[src/rtl/div_pkg.sv]
// Shared definitions for the sequential divider: FSM state encoding,
// iteration count and a few 32-bit constants used for the special cases.
package div_pkg;

  typedef enum logic [2:0] {
    IDLE  = 3'd0,
    ABS_A = 3'd1,
    ABS_B = 3'd2,
    RUN   = 3'd3,
    FIX_Q = 3'd4,
    FIX_R = 3'd5,
    DONE  = 3'd6
  } state_t;

  // One RUN cycle per quotient bit
  localparam int ITER  = 32;
  localparam int CNT_W = 5;

  localparam logic [31:0] INT_MIN  = 32'h8000_0000;
  localparam logic [31:0] ALL_ONES = 32'hFFFF_FFFF;

  // Last RUN iteration index, expressed in counter width
  localparam logic [CNT_W-1:0] LAST_ITER = CNT_W'(ITER - 1);

endpackage

[src/rtl/add32.sv]
// 32-bit adder with carry-in, carry-out and signed overflow flag.
// The only arithmetic element of the divider; every subtraction and
// negation is expressed as an addition with inverted operand and cin=1.
module add32 (
  input  logic [31:0] a,
  input  logic [31:0] b,
  input  logic        cin,
  output logic [31:0] sum,
  output logic        cout,
  output logic        ovf
);

  logic [32:0] w_full;

  // Plain ripple-free behavioural add; synthesis picks the structure
  always_comb begin
    w_full = {1'b0, a} + {1'b0, b} + {32'd0, cin};
    sum    = w_full[31:0];
    cout   = w_full[32];
    ovf    = (a[31] == b[31]) && (w_full[31] != a[31]);
  end

endmodule

[src/rtl/div_seq.sv]
// Sequential 32-bit integer divider (DIV/DIVU/REM/REMU semantics).
// Restoring division, one quotient bit per cycle, with sign handling done
// by negating operands before and results after the iteration loop.
//
// Handshake: i_start is sampled only while the block is IDLE (o_busy low).
// A request raised while o_busy is high, including the o_valid cycle, is
// dropped. o_valid pulses for one cycle; o_quotient/o_remainder change only
// when a new result is produced and are stable while o_valid is high.
module div_seq
  import div_pkg::*;
#(
  parameter int XLEN = 32
) (
  input  logic            i_clk,
  input  logic            i_reset,
  input  logic            i_start,
  input  logic            i_signed,
  input  logic [XLEN-1:0] i_dividend,
  input  logic [XLEN-1:0] i_divisor,
  output logic            o_busy,
  output logic            o_valid,
  output logic [XLEN-1:0] o_quotient,
  output logic [XLEN-1:0] o_remainder,
  output state_t          o_dbg_state
);

  state_t            r_state;
  state_t            w_state_nxt;

  // r_quo holds the dividend before RUN and shifts into the quotient
  logic [XLEN-1:0]   r_quo;
  logic [XLEN-1:0]   r_rem;
  logic [XLEN-1:0]   r_div;
  logic [XLEN-1:0]   r_out_q;
  logic [XLEN-1:0]   r_out_r;
  logic [CNT_W-1:0]  r_cnt;
  logic              r_signed;
  logic              r_q_neg;
  logic              r_r_neg;

  logic [XLEN-1:0]   w_add_a;
  logic [XLEN-1:0]   w_add_b;
  logic              w_add_cin;
  logic [XLEN-1:0]   w_add_sum;
  logic              w_add_cout;
  logic              w_unused_ovf;

  logic [XLEN-1:0]   w_partial;
  logic              w_accept;
  logic              w_div_zero;
  logic              w_sovf;
  logic              w_special;

  // Partial remainder after the left shift of {rem,quo}
  assign w_partial  = {r_rem[XLEN-2:0], r_quo[XLEN-1]};
  // Carry-out means partial >= divisor; a set pre-shift rem MSB means the
  // 33-bit partial exceeds any 32-bit divisor even if the adder did not carry
  assign w_accept   = w_add_cout | r_rem[XLEN-1];

  assign w_div_zero = (r_div == '0);
  assign w_sovf     = r_signed && (r_quo == INT_MIN) && (r_div == ALL_ONES);
  assign w_special  = w_div_zero | w_sovf;

  // Operand muxing for the single shared adder, selected by state
  always_comb begin
    w_add_a   = '0;
    w_add_b   = '0;
    w_add_cin = 1'b0;
    case (r_state)
      ABS_A: begin
        w_add_a   = ~r_quo;
        w_add_cin = 1'b1;
      end
      ABS_B: begin
        w_add_a   = ~r_div;
        w_add_cin = 1'b1;
      end
      RUN: begin
        w_add_a   = w_partial;
        w_add_b   = ~r_div;
        w_add_cin = 1'b1;
      end
      FIX_Q: begin
        w_add_a   = ~r_quo;
        w_add_cin = 1'b1;
      end
      FIX_R: begin
        w_add_a   = ~r_rem;
        w_add_cin = 1'b1;
      end
      default: begin
        w_add_a   = '0;
        w_add_b   = '0;
        w_add_cin = 1'b0;
      end
    endcase
  end

  add32 u_add32 (
    .a    (w_add_a),
    .b    (w_add_b),
    .cin  (w_add_cin),
    .sum  (w_add_sum),
    .cout (w_add_cout),
    .ovf  (w_unused_ovf)
  );

  // Next-state logic
  always_comb begin
    w_state_nxt = r_state;
    case (r_state)
      IDLE:    if (i_start) w_state_nxt = ABS_A;
      ABS_A:   w_state_nxt = w_special ? DONE : ABS_B;
      ABS_B:   w_state_nxt = RUN;
      RUN:     if (r_cnt == LAST_ITER) w_state_nxt = FIX_Q;
      FIX_Q:   w_state_nxt = FIX_R;
      FIX_R:   w_state_nxt = DONE;
      DONE:    w_state_nxt = IDLE;
      default: w_state_nxt = IDLE;
    endcase
  end

  // State register
  always_ff @(posedge i_clk or negedge i_reset) begin
    if (!i_reset) r_state <= IDLE;
    else          r_state <= w_state_nxt;
  end

  // Iteration counter: cleared on accept, wraps back to 0 after the last RUN
  always_ff @(posedge i_clk or negedge i_reset) begin
    if (!i_reset) begin
      r_cnt <= '0;
    end else if (r_state == IDLE && i_start) begin
      r_cnt <= '0;
    end else if (r_state == RUN) begin
      r_cnt <= r_cnt + 1'b1;
    end
  end

  // Working registers: operand latch, absolute values, iteration, sign fix
  always_ff @(posedge i_clk or negedge i_reset) begin
    if (!i_reset) begin
      r_quo    <= '0;
      r_rem    <= '0;
      r_div    <= '0;
      r_signed <= 1'b0;
      r_q_neg  <= 1'b0;
      r_r_neg  <= 1'b0;
    end else begin
      case (r_state)
        IDLE: begin
          if (i_start) begin
            r_quo    <= i_dividend;
            r_div    <= i_divisor;
            r_rem    <= '0;
            r_signed <= i_signed;
            r_q_neg  <= 1'b0;
            r_r_neg  <= 1'b0;
          end
        end
        ABS_A: begin
          if (r_signed && r_quo[XLEN-1]) r_quo <= w_add_sum;
          r_q_neg <= r_signed & (r_quo[XLEN-1] ^ r_div[XLEN-1]);
          r_r_neg <= r_signed & r_quo[XLEN-1];
        end
        ABS_B: begin
          if (r_signed && r_div[XLEN-1]) r_div <= w_add_sum;
        end
        RUN: begin
          r_rem <= w_accept ? w_add_sum : w_partial;
          r_quo <= {r_quo[XLEN-2:0], w_accept};
        end
        FIX_Q: begin
          if (r_q_neg) r_quo <= w_add_sum;
        end
        FIX_R: begin
          if (r_r_neg) r_rem <= w_add_sum;
        end
        default: begin
          r_quo <= r_quo;
        end
      endcase
    end
  end

  // Result registers: loaded on the edge into DONE so they are valid with o_valid
  always_ff @(posedge i_clk or negedge i_reset) begin
    if (!i_reset) begin
      r_out_q <= '0;
      r_out_r <= '0;
    end else if (r_state == ABS_A && w_special) begin
      // r_quo still holds the untouched dividend here
      r_out_q <= w_div_zero ? ALL_ONES : INT_MIN;
      r_out_r <= w_div_zero ? r_quo : '0;
    end else if (r_state == FIX_R) begin
      r_out_q <= r_quo;
      r_out_r <= r_r_neg ? w_add_sum : r_rem;
    end
  end

  assign o_busy      = (r_state != IDLE);
  assign o_valid     = (r_state == DONE);
  assign o_quotient  = r_out_q;
  assign o_remainder = r_out_r;
  assign o_dbg_state = r_state;

endmodule

[config.mk]
export PLATFORM = sky130hd
export DESIGN_NAME = div_seq
export DESIGN_NICKNAME = d
export VERILOG_FILES = /design/src/rtl/div_pkg.sv /design/src/rtl/add32.sv /design/src/rtl/div_seq.sv
export SDC_FILE = /design/constraint.sdc
export NUM_CORES = 1
export LEC_CHECK = 0
export CAP_MARGIN = 15
export CORE_MARGIN = 2
export CORE_UTILIZATION = 59
export CTS_BUF_LIST = sky130_fd_sc_hd__clkbuf_2
export DETAILED_ROUTE_END_ITERATION = 8
export PLACE_DENSITY = 0.8
export SLEW_MARGIN = 20
export SYNTH_ARGS = -nofsm -noshare
export SYNTH_HDL_FRONTEND = slang
export SYNTH_SLANG_ARGS = --single-unit
[constraint.sdc]
create_clock -name i_clk -period 5.3 [get_ports i_clk]
set_input_delay 1.06 -clock i_clk [delete_from_list [all_inputs] [get_ports i_clk]]
set_output_delay 1.06 -clock i_clk [all_outputs]
set_load 0.01 [all_outputs]
* After elaboration in Yosys (flattened, before gate mapping) *
Index checks and enable logic that the tools add are counted.

storage, ports and cells
  bits in registers = 171
  latch bits = 0
  bits in writable memories = 0
  bits in read-only memories = 0
  bits of input ports = 68
  output and inout port bits = 69
  memories = 0

cells by class
  add/sub/neg operators = 3
  $mul = 0
  divide/modulo/power cells = 0
  magnitude comparators = 0
  equal/unequal tests = 14
  shift operators = 0
  muxes and demuxes = 29
  bitwise gates (word level) = 8
  reductions and logical operators = 23

operator list
  cell                  number
  $mux 32               14
  $pmux 32 s4           2
  $not 32->32           3
  $pmux 32 s3           1
  $eq 32x32->1 const B  2
  $pmux 32 s2           1
  $add 32x32->33        1
  $add 33x1->33         1
  $logic_not 32->1      1
  $mux 31               1
  $pmux 3 s6            1
  $mux 5                2
  $ne 2x2->1 const B    5
  $eq 3x3->1 const B    3
  $mux 3                3
  $reduce_and 2->1      4
  $reduce_bool 2->1     4
  $eq 3x2->1 const B    2
  $logic_and 1x1->1     6
  $reduce_bool 3->1     2
  $add 5x1->5 const B   1
  $eq 5x5->1 const B    1
  $reduce_or 5->1       1
  $pmux 1 s2            2
  10 further kinds      13

* Longest topological paths before layout *
  depth in word-level cells = 8
  gate-level depth with buffers = 20
  mapped depth without buffers = 17

* Cells and area by module *
Synthesis repeated with hierarchy kept, for this count alone.

unflattened totals
  cell total of the unflattened synthesis = 1,420
  area, all modules = 11,808.8 um2

by module, submodules not included
  module   times used  cells each  area an instance (um2)  sequential area each (um2)
  div_seq  1           1,181       10,078.4                4,279.1
  add32    1           239         1,730.4                 0.0

* Worst setup path after synthesis *
No wires, ideal clock.

  kind = flip-flop to flip-flop
  start = register r_state[0], in the netlist o_dbg_state[0]
  end = register r_out_r[14], in the netlist o_remainder[14]
  setup time = 0.121 ns
  arrival = 4.164 ns
  path slack = 1.015 ns
  cell stages (with the launch flop) = 18
  cells stage by stage = dfrtp_1 > buf_2 > clkbuf_1 > buf_1 > clkbuf_1 > o21ai_0 > a21oi_1 > fa_1 > inv_1 > fa_1 > a211oi_2 > o21bai_2 > o211ai_4 > nand2_1 > xor2_1 > mux2_4 > mux2_2 > a22o_1

on the way
  cells in the longest elaborated chain, start to end = 8
  elaborated cells on any way between the ends = 17
  classes of those cells = add/sub (2); eq/ne (5); mux (6); reduce/logical (4)

ends and longest elaborated chain
  element                                   RTL line                       source
  from (decl)                               div_seq.sv:27                  state_t r_state;
  from (signal assigned)                    div_seq.sv:126                 else r_state <= w_state_nxt;
  $eq 3x1->1 or $eq 3x3->1 (tied branches)  div_seq.sv:69, div_seq.sv:191
  $reduce_or 2->1 (no line)                 n/a
  $pmux 32 s4                               div_seq.sv:69                  case (r_state)
  $add 32x32->33                            add32.sv:17                    w_full = {1'b0, a} + {1'b0, b} + {32'd0, cin};
  $add 33x1->33                             add32.sv:17
  $mux 32                                   n/a
  $mux 32                                   div_seq.sv:195                 end else if (r_state == FIX_R) begin
  $mux 32                                   div_seq.sv:191                 end else if (r_state == ABS_A && w_special) begin
  to (signal assigned)                      div_seq.sv:194                 r_out_r <= w_div_zero ? r_quo : '0;
  to (signal assigned)                      div_seq.sv:197                 r_out_r <= r_r_neg ? w_add_sum : r_rem;
  to (decl)                                 div_seq.sv:35                  logic [XLEN-1:0] r_out_r;

Several ways; a longest one is shown, not always the timed one. The select of a mux whose other input is x is not followed.
A chain may end at the register's enable or synchronous reset.

* Final worst setup path *
  start = register r_state[2], in the netlist o_dbg_state[2]
  end = register r_rem[7]

on the way
  cells in the longest elaborated chain, start to end = 8
  elaborated cells on any way between the ends = 20
  classes of those cells = add/sub (2); eq/ne (6); mux (6); bitwise (1); reduce/logical (5)

ends and longest elaborated chain
  element                                   RTL line        source
  $eq 3x1->1 or $eq 3x3->1 (tied branches)  div_seq.sv:69
  $reduce_or 2->1 (no line)                 n/a
  $pmux 32 s4                               div_seq.sv:69
  $add 32x32->33                            add32.sv:17
  $add 33x1->33                             add32.sv:17
  $or 1x1->1                                div_seq.sv:58   assign w_accept = w_add_cout | r_rem[XLEN-1];
  $mux 32                                   div_seq.sv:170  r_rem <= w_accept ? w_add_sum : w_partial;
  $pmux 32 s3                               div_seq.sv:150  case (r_state)
  to (signal assigned)                      div_seq.sv:170
  to (signal assigned)                      div_seq.sv:177  if (r_r_neg) r_rem <= w_add_sum;
  to (decl)                                 div_seq.sv:32   logic [XLEN-1:0] r_rem;

Several ways; a longest one is shown, not always the timed one.

==> metrics.log <==
INFO  metric outcome = completed
INFO  metric postSynthNetCount = 1568
INFO  metric fin_setup_tns = 0 ps
INFO  metric place_ws = 950.7 ps
INFO  metric final_net_count = 1650
INFO  metric drt_drc_violations_left = 0
INFO  metric io_buffer_count = 136
INFO  metric synth.yosys.seq_area_share = 36.27%
INFO  metric cap_viol_max_count = 0
INFO  metric track_usage = 38.11%
INFO  metric clock_sinks = 171
INFO  metric antenna_found_initial = 1
INFO  metric cts.htree.levels = 4
INFO  metric final_period_minus_worst_setup_slack = 4563 ps
INFO  metric path_clk_slew = 330 ps
INFO  metric cpLargestDelayFamily = simple AND/OR/NAND/NOR gates
INFO  metric cts_inserted_buffers = 17
INFO  metric num_vias = 12100
INFO  metric endpoint_class_of_the_critical_path = flop
INFO  metric finalHoldViolCount = 0
INFO  metric fill_cells = 1660
INFO  metric postSynthRegisterBits = 171
INFO  metric path_cells = inv_2 -> nand2_1 -> buf_4 -> o22ai_1 -> ha_1 -> nand4_1 -> nor3_1 -> nor3_1 -> a21oi_4 -> nand2_2 -> o211ai_4 -> buf_4 -> mux2i_1 -> o221ai_1
INFO  metric cp_slowest_cell = sky130_fd_sc_hd__dfrtp_1
INFO  metric die-height = 145.4 um
INFO  metric grt_busiest_layer = met1
INFO  metric synth_area_per_cell = 8.052 um2
INFO  metric drt-total-wl = 40.51 mm
INFO  metric clk_path_buf_depth = 2
INFO  metric syn-cell-area = 0.01180 mm2
INFO  metric first_pass_iters = 5
INFO  metric setup_violations = 0
INFO  metric slowest_delay = 790 ps
INFO  metric wl_per_cell = 22.19 um
INFO  metric netlist-cell-type-count = 83
INFO  metric crit_required = 6010 ps
INFO  metric post_drt_via_cell_ratio = 6.628
INFO  metric grt_pass1_vias = 11190
INFO  metric dr.first_iter.drc_count = 1425
INFO  metric timing_max_transition_violations_final = 0
INFO  metric flow.area_growth_from_synthesis = 15.00%
INFO  metric rsz0062_at_grt = false
INFO  metric ctsHoldBuffers = 0
INFO  metric synth_cells = 1465
INFO  metric core-area = 0.01953 mm2
INFO  metric post_route_cells_drive_above_1_share = 6.859%
INFO  metric die_width = 145.4 um
INFO  metric leakage = 5.926 nW
INFO  metric place_congestion = 1.004
INFO  metric start_util = 60.41%
INFO  metric most-common-layout-cells = sky130_fd_sc_hd__nand2_1 (215), sky130_fd_sc_hd__nor2_1 (203), sky130_fd_sc_hd__dfrtp_1 (170), sky130_fd_sc_hd__clkdlybuf4s50_1 (135), sky130_fd_sc_hd__a21oi_1 (131)
INFO  metric cts-root-buf = sky130_fd_sc_hd__clkbuf_2
INFO  metric pd_cells = 780.1 mW/mm2
INFO  metric cp_max_fo = 18
INFO  metric edff_count_synth = 0
INFO  metric met2_usage = 55.31%
INFO  metric grtUsageMet1 = 55.59%
INFO  metric floorplan.die_area = 0.02114 mm2
INFO  metric core.rowCount = 51
INFO  metric layout_worst_path_cycle_share = 86.10%
INFO  metric crit_type = reg2reg
INFO  metric clock_skew = 57.53 ps
INFO  metric cts.repair.resized = 0
INFO  metric maximum_number_of_pins_on_one_net_before_global_route_repair = 59
INFO  metric antenna_left = 0
INFO  metric fmax = 219.1 MHz
INFO  metric timing.hold.worst.class = in2async
INFO  metric max-slew-margin-rel = 27.32%
INFO  metric post-dp-hpwl = 29.25 mm
INFO  metric dpl_cell_area = 0.01330 mm2
INFO  metric final_std_cell_area_no_fill = 0.01357 mm2
INFO  metric grt_first_pass_wirelength = 63.51 mm
INFO  metric globalRoute.totalOverflow = 0
INFO  metric async_reset_ff_share = 100.0%
INFO  metric clkLatencyLatePin = 830 ps
INFO  metric postCtsSetupBuffers = 0
INFO  metric layout.cells.most_common = sky130_fd_sc_hd__nand2_1
INFO  metric synth_top_flop_cell = sky130_fd_sc_hd__dfrtp_1
INFO  metric worstPathArrival = 5280 ps
INFO  metric setup.worst_path.start_class = flop
INFO  metric vdd_ir_drop_max = 0.4861 mV
INFO  metric least_margin_pin_slew = 1090 ps
INFO  metric synth.yosys.warnings = 0
INFO  metric design.portCount = 137
INFO  metric timing.final.ws_setup = 736.7 ps
INFO  metric tritoncts_clock_tree = done
INFO  metric crit_buf_inv = 3
INFO  metric use_met3 = 8.370%
==> worst reg2reg max path: cells and delay by family (launching register included) <==
family	cells	cell delay (ps)
AND/OR/NAND/NOR	5	1210
AO/OA/AOI/OAI	4	980
buffers and inverters	3	820
flip-flops	1	790
adder cells (fa/ha/maj)	1	430
multiplexers	1	210
==> registers in the layout, indices dropped and copies added, names as in the netlist <==
register,count
r_quo,32
r_signed,1
r_cnt,5
r_rem,32
o_remainder,32
r_div,32
o_quotient,32
r_q_neg,1
r_r_neg,1
o_dbg_state,3
==> final timing paths <==
| path | start | endpoint | slack (ps) | depth (start not counted) |
|---|---|---|---|---|
| min reg2reg | o_quotient[13]$_DFFE_PN0P_ | o_quotient[13]$_DFFE_PN0P_ | 500 | 2 |
| max in group asynchronous | i_reset | r_quo[1]$_DFFE_PN0P_ | 4090 | 2 |
| max | o_dbg_state[2]$_DFFE_PN0P_ | r_rem[7]$_DFFE_PN0P_ | 740 | 14 |
| min | i_reset | r_div[25]$_DFFE_PN0P_ | 150 | 1 |
| min in group i_clk | o_quotient[13]$_DFFE_PN0P_ | o_quotient[13]$_DFFE_PN0P_ | 500 | 2 |
| max reg2reg | o_dbg_state[2]$_DFFE_PN0P_ | r_rem[7]$_DFFE_PN0P_ | 740 | 14 |
==> cell families after synthesis <==
logic type	Yosys count	share of synthesized area [%]
compound gates	485	26.27
xor+xnor	23	1.708
fa+ha+maj	35	3.840
buf+inv	117	4.412
flops	171	36.27
mux	76	6.512
simple gates	558	20.98
==> through the flow <==
step | utilization, % | hold WS [ps] | std cells | power, W
4_1_cts | 69.45 | 157.9 | 1825 | 0.01032
3_3_place_gp | 68.13 | 449.9 | 1793 | 0.009367
6_report | 69.47 | 146.3 | 1826 | 0.01058
2_1_floorplan | - | 497.1 | 1465 | 0.007474
3_5_place_dp | 68.13 | 454.5 | 1793 | 0.009582
5_1_grt | 69.47 | 134.3 | 1826 | 0.01127
==> where the power goes <==
part | switching [W] | leakage (nW) | internal [W]
sequential | 0.000895 | 2.12 | 0.00184
combinational | 0.00436 | 3.65 | 0.00275
clock | 0.000576 | 0.156 | 0.000165
==> layer usage <==
| layer | vias up | routed length, um |
|---|---|---|
| met3 | 119 | 5014 |
| met1 | 5707 | 16680 |
| li1 | 5496 | - |
| met5 | - | 0 |
| met4 | 0 | 1584 |
| met2 | 780 | 17230 |
==> cell type report <==
type,count,area [um2],share of cell area (%)
flip-flops and latches,171,4283,31.57
diodes,1,2.502,0.01845
repair buffers,166,1600,11.80
well taps,265,331.6,2.444
clock inverters,15,172.7,1.273
multi-input cells,1177,7038,51.88
clock buffers,17,85.08,0.6272
inverters,14,52.55,0.3874
==> synth_stat cells (4+ instances only) <==
cell type	count	area share, %
sky130_fd_sc_hd__and3_1	7	0.37
sky130_fd_sc_hd__mux2i_1	73	6.2
sky130_fd_sc_hd__o22ai_1	31	1.6
sky130_fd_sc_hd__or2_2	4	0.21
sky130_fd_sc_hd__dfrtp_1	171	36
sky130_fd_sc_hd__nand4_1	11	0.58
sky130_fd_sc_hd__a211oi_1	5	0.32
sky130_fd_sc_hd__o21ai_1	32	1.4
sky130_fd_sc_hd__a22oi_1	58	3.7
sky130_fd_sc_hd__o21a_1	9	0.57
sky130_fd_sc_hd__a22o_1	11	0.82
sky130_fd_sc_hd__nor4_1	9	0.48
sky130_fd_sc_hd__buf_1	9	0.29
sky130_fd_sc_hd__clkbuf_1	77	2.5
sky130_fd_sc_hd__a21oi_1	132	5.6
sky130_fd_sc_hd__a31oi_1	64	3.4
sky130_fd_sc_hd__ha_1	33	3.5
sky130_fd_sc_hd__o21ai_0	75	3.2
sky130_fd_sc_hd__nand2b_1	5	0.27
sky130_fd_sc_hd__o211ai_1	5	0.32
sky130_fd_sc_hd__nor2_1	206	6.6
sky130_fd_sc_hd__buf_2	8	0.34
sky130_fd_sc_hd__xor2_1	13	0.97
sky130_fd_sc_hd__nor2b_1	8	0.42
sky130_fd_sc_hd__and2_1	11	0.58
sky130_fd_sc_hd__o31ai_1	5	0.32
sky130_fd_sc_hd__nor4b_1	4	0.30
sky130_fd_sc_hd__a21o_1	13	0.83
sky130_fd_sc_hd__or3_1	10	0.53
sky130_fd_sc_hd__inv_1	12	0.38
sky130_fd_sc_hd__a221o_1	9	0.76
sky130_fd_sc_hd__nand2_1	217	6.9
sky130_fd_sc_hd__nor3_1	14	0.59
sky130_fd_sc_hd__nand3_1	25	1.1
sky130_fd_sc_hd__buf_6	6	0.57
sky130_fd_sc_hd__nor4bb_1	5	0.42
sky130_fd_sc_hd__xnor2_1	10	0.74
Note: power is estimated with default switching activity, not from simulation.
==> RTL change 1 (same settings) <==
Make the reset (`i_reset`) synchronous in 4 clocked blocks.
--- a/src/rtl/div_seq.sv
+++ b/src/rtl/div_seq.sv
@@ -121,13 +121,13 @@
   end
 
   // State register
-  always_ff @(posedge i_clk or negedge i_reset) begin
+  always_ff @(posedge i_clk) begin
     if (!i_reset) r_state <= IDLE;
     else          r_state <= w_state_nxt;
   end
 
   // Iteration counter: cleared on accept, wraps back to 0 after the last RUN
-  always_ff @(posedge i_clk or negedge i_reset) begin
+  always_ff @(posedge i_clk) begin
     if (!i_reset) begin
       r_cnt <= '0;
     end else if (r_state == IDLE && i_start) begin
@@ -138,7 +138,7 @@
   end
 
   // Working registers: operand latch, absolute values, iteration, sign fix
-  always_ff @(posedge i_clk or negedge i_reset) begin
+  always_ff @(posedge i_clk) begin
     if (!i_reset) begin
       r_quo    <= '0;
       r_rem    <= '0;
@@ -184,7 +184,7 @@
   end
 
   // Result registers: loaded on the edge into DONE so they are valid with o_valid
-  always_ff @(posedge i_clk or negedge i_reset) begin
+  always_ff @(posedge i_clk) begin
     if (!i_reset) begin
       r_out_q <= '0;
       r_out_r <= '0;
Check against the original RTL: differs if i_reset is asserted again (counterexample within 4 cycles, from zero or initial values and one cycle with i_reset low); with i_reset held inactive, the same outputs for 4 cycles.
==> RTL change 1 against the unedited design <==
Routed wire length down 2.9%; worst setup slack worse by 0.21 ns; die area down 5.2%; cell area down 5.1%; area after synthesis down 5.3%; sequential cell count unchanged; critical path type unchanged; critical endpoint is now r_rem[25]$_SDFFE_PN0P_; largest cell class unchanged.
Power is left out: it rests on default switching activity, and per cell area and clock period it moved more than threefold.
==> RTL change 1: results (changes against the unedited design) <==
outcome:
  status: "finished, final reports clean"
synth:
  synth-xor-area-share_pct: 2.352  # +0.64 points
  yosys-top-cells-count: "310 x nor2_1, 178 x a21oi_1, 171 x dfxtp_1, 139 x nand2_1, 105 x clkbuf_1"
  async_flop_share_pct: 0  # -100 points
  synth_top_flop_cell: "dfxtp_1"
  yosysUniqueCellTypes: 72  # -13%
  synth_nets: 1617  # +3.1%
  synth_compound_area_share_pct: 30.53  # +4.3 points
  yosys-mux-area-fraction_pct: 6.732  # +0.22 points
  yosysSeqAreaShare_pct: 30.65  # -5.6 points
setup_path:
  worstPathArrival_ns: 5.50  # +0.22 ns
  cp_max_fo: 54  # +36
  cp_slowest_cell: "dfxtp_4"
  reg2reg_depth: 13  # -1
  r2r-end: "r_rem[25]$_SDFFE_PN0P_"
  rrSetupSlack_ns: 0.53  # -0.21 ns
sta:
  clock_skew_ns: 0.04458  # -0.01295 ns
finish:
  fill_cells: 1635  # -1.5%
  multi_input_gates: 1202  # +2.1%
  buffers: 168  # +1.2%
  drive_above_1_share_pct: 6.901  # +0.042 points
clocking:
  cts.clk_slew.worst_paths_ns: 0.30  # -0.03 ns
  clkLatencyLatePin_ns: 0.81  # -0.02 ns
routing:
  firstDrtPassIters: 8  # +3
global_route:
  grt_pass1_vias: 10630  # -5.0%
  grt_pass1_wl_um: 60390  # -4.9%
-- RTL change 1: changes by cell type after synthesis, moves of 19 or more --
cell / change
dfrtp_1: -171
dfxtp_1: +171
nor2_1: +104
nand2_1: -78
a21oi_1: +46
mux2i_1: -38
a31oi_1: -30
clkbuf_1: +28
o21ai_1: -27
a221oi_1: +26
a311oi_1: +19
-- RTL change 1: metal layers --
metal  vias to the layer above  wire length [um]
li1                       5691                 -
met1                      5690             17140
met2                       779             16060
met3                        84              4990
met4                         0              1130
met5                         -                 0
-- RTL change 1: cell families after synthesis --
logic type / count (synthesis)
xor gates and xnor gates: 30
buffers and inverters: 141
and+or+nand+nor: 548
adders and majority gates: 35
AOI/OAI and AO/OA: 521
DFF: 171
muxes: 68
-- RTL change 1: worst max path at each step --
stage	cells past startpoint	start	slack, ns	endpoint
finish	13	o_dbg_state[0]$_SDFFE_PN0P_	0.53	r_rem[25]$_SDFFE_PN0P_
global route	15	o_dbg_state[0]$_SDFFE_PN0P_	0.26	r_rem[11]$_SDFFE_PN0P_
CTS	15	o_dbg_state[0]$_SDFFE_PN0P_	0.65	r_rem[12]$_SDFFE_PN0P_
detailed placement	15	o_dbg_state[0]$_SDFFE_PN0P_	0.73	r_rem[11]$_SDFFE_PN0P_
global placement	15	o_dbg_state[0]$_SDFFE_PN0P_	0.77	r_rem[10]$_SDFFE_PN0P_
floorplan	19	o_dbg_state[0]$_SDFFE_PN0P_	0.89	r_rem[13]$_SDFFE_PN0P_
-- RTL change 1: through the flow --
stage                     std cells  setup slack [ns]  util (%)
after floorplan                1514            0.8923         -
after detailed placement       1796            0.7282     67.80
after CTS                      1828            0.6475     69.06
after global placement         1796            0.7693     67.80
after global routing           1829            0.2625     69.07
final                          1829            0.5270     69.07
==> RTL change 2 (same flow settings) <==
Without the edit above. Register the outputs `o_busy` and `o_valid`, cleared by the reset; this adds one clock of latency there. The other outputs are not delayed to match. Comments in the files are not updated.
--- a/src/rtl/div_seq.sv
+++ b/src/rtl/div_seq.sv
@@ -198,8 +198,15 @@
     end
   end
 
-  assign o_busy      = (r_state != IDLE);
-  assign o_valid     = (r_state == DONE);
+  always_ff @(posedge i_clk or negedge i_reset) begin
+    if (!i_reset) begin
+      o_busy  <= '0;
+      o_valid <= '0;
+    end else begin
+      o_busy  <= (r_state != IDLE);
+      o_valid <= (r_state == DONE);
+    end
+  end
   assign o_quotient  = r_out_q;
   assign o_remainder = r_out_r;
   assign o_dbg_state = r_state;
Behaviour: not the same (Yosys sat finds a counterexample within 4 cycles, from zero or initial values and one cycle with i_reset low).
==> RTL change 2 against the unedited design <==
Clock skew fell by 0.0019 ns; area after synthesis rose by 0.42%; die area rose by 0.41%; routed wire length rose by 3.5%; cell area rose by 0.44%; total power rose by 0.66%; worst setup slack improved by 0.096 ns; highest routed layer unchanged; sequential cell count rose by 2.
==> RTL change 2: results (changes against the unedited design) <==
synth:
  yosys-mux-area-fraction_pct: 6.485  # -0.028 points
  avgSynthCellArea_um2: 8.075  # +0.29%
  yosys-top-cells-area: "dfrtp_1 37%, nand2_1 6.9%, nor2_1 6.5%"
  synthAdderAreaFrac_pct: 3.823  # -0.016 points
  synth_compound_area_share_pct: 26.16  # -0.11 points
  yosysSeqAreaShare_pct: 36.54  # +0.27 points
  synth_most_common_cell: "nand2_1"
  synth-xor-area-share_pct: 1.700  # -0.0072 points
  yosys-top-cells-count: "217 x nand2_1, 206 x nor2_1, 173 x dfrtp_1, 132 x a21oi_1, 77 x clkbuf_1"
  yosysWarnings: 0  # unchanged
  synth_nets: 1570  # +0.13%
  yosysUniqueCellTypes: 83  # unchanged
  async_flop_share_pct: 100.0  # unchanged
clocking:
  h-tree-depth: 4  # unchanged
  cts_resized: 0  # unchanged
  cts_setup_buffers: 0  # unchanged
  clk_path_buf_depth: 2  # unchanged
  cts_buffers: 17  # unchanged
  cts_hold_buf: 0  # unchanged
  cts-root-buf: "clkbuf_2"
  clkLatencyLatePin_ns: 0.82
  cts.clk_slew.worst_paths_ns: 0.34
global_route:
  grtUsageTotal_pct: 39.29  # +1.2 points
  grt_max_degree: 93  # +58%
  grt_pass1_wl_um: 65560  # +3.2%
  grt_pass1_vias: 11330  # +1.2%
  antenna_found_initial: 2  # +1
power:
  peakVddDrop_mv: 0.6508  # +34%
  p_leak_nw: 5.954  # +0.47%
setup_path:
  worstPathArrival_ns: 5.25  # -0.03 ns
  worstReg2RegStart: "o_dbg_state[0]$_DFFE_PN0P_"
  r2r-end: "r_quo[24]$_DFFE_PN0P_"
  cp_max_fo: 34  # +16
  reg2reg_depth: 17  # +3
  rrSetupSlack_ns: 0.83  # +0.10 ns
routing:
  wl_um: 41920  # +3.5%
  drt-initial-drc-count: 1664  # +17%
  firstDrtPassIters: 6  # +1
  num_vias: 12270  # +1.4%
place:
  post-place-ws_ns: 0.9816  # +0.03083 ns
  dpl.hpwl_um: 30380  # +3.9%
  place_area_um2: 13360  # +0.43%
  gp_congestion: 0.9914  # -1.3%
  port_buffers: 136  # unchanged
outcome:
  status: "finished, final reports clean"
min_path:
  hold_class: "primary input to asynchronous set/reset pin"
finish:
  nets: 1653  # +0.18%
  drive_above_1_share_pct: 6.846  # -0.013 points
  fin_cells: 1830  # +0.22%
  fill_cells: 1707  # +2.8%
sta:
  relSlewSlack_pct: 31.91  # +4.6 points
  clock_skew_ns: 0.05566  # -0.001876 ns
RTL change 2: cell types whose count changed in the layout (fill, tap and decap cells not counted), sizes merged:
cell	delta
diode	+1
dfrtp	+2
buf	+1
clkbuf	+1
clkinv	-1
RTL change 2: per-stage QoR:
step                      total power [mW]  hold slack (ns)
after floorplan                      7.490           0.4971
after global placement               9.468           0.4487
after detailed placement             9.620           0.4548
after CTS                            10.37           0.2864
after global routing                 11.32           0.2631
final                                10.65           0.2654
RTL change 2: critical path: stages, from the launching register on:
cell      delay (ns)
dfrtp_4         0.74
clkinv_1        0.31
nor2_1          0.22
o21bai_1        0.14
a21oi_1         0.08
nor2_1          0.11
a21oi_1         0.07
fa_1            0.43
inv_1           0.10
fa_1            0.29
a211oi_2        0.10
o21bai_2        0.30
o211ai_4        0.16
a21boi_1        0.38
nor2_1          0.09
o311ai_2        0.53
nand2_1         0.18
a31oi_1         0.20
RTL change 2: metal layers:
metal | part of all wire [%] | vias to the layer above | global-route usage [%] | routed length (um)
met5 | 0 | - | 0 | 0
met4 | 3.1 | 0 | 12.84 | 1288
met3 | 13 | 112 | 8.871 | 5407
met2 | 43 | 865 | 57.45 | 17950
met1 | 41 | 5790 | 57.89 | 17280
li1 | - | 5501 | - | -
RTL change 2: power breakdown:
part           leakage (nW)  switching [mW]  internal [mW]
clock                 0.156           0.580          0.168
combinational          3.65            4.39           2.73
sequential             2.14           0.928           1.85
total                  5.95            5.90           4.76
RTL change 2: cell type report:
class | instances | area (um^2) | area share (%)
clock buffers | 18 | 90.09 | 0.6612
repair buffers | 167 | 1608 | 11.80
inverters | 14 | 52.55 | 0.3857
diodes | 2 | 5.005 | 0.03673
flip-flops and latches | 173 | 4333 | 31.80
clock inverters | 14 | 170.2 | 1.249
well taps | 265 | 331.6 | 2.433
multi-input cells | 1177 | 7036 | 51.63
RTL change 2: how the worst max path moves through the flow:
stage	start	end	slack [ns]	cells after the start
CTS	o_dbg_state[0]$_DFFE_PN0P_	r_quo[24]$_DFFE_PN0P_	0.96	17
floorplan	o_dbg_state[0]$_DFFE_PN0P_	o_remainder[14]$_DFFE_PN0P_	1.01	17
global placement	o_dbg_state[0]$_DFFE_PN0P_	r_quo[24]$_DFFE_PN0P_	1.14	17
detailed placement	o_dbg_state[0]$_DFFE_PN0P_	r_quo[24]$_DFFE_PN0P_	0.98	17
global route	o_dbg_state[0]$_DFFE_PN0P_	o_remainder[24]$_DFFE_PN0P_	0.56	17
finish	o_dbg_state[0]$_DFFE_PN0P_	r_quo[24]$_DFFE_PN0P_	0.83	17
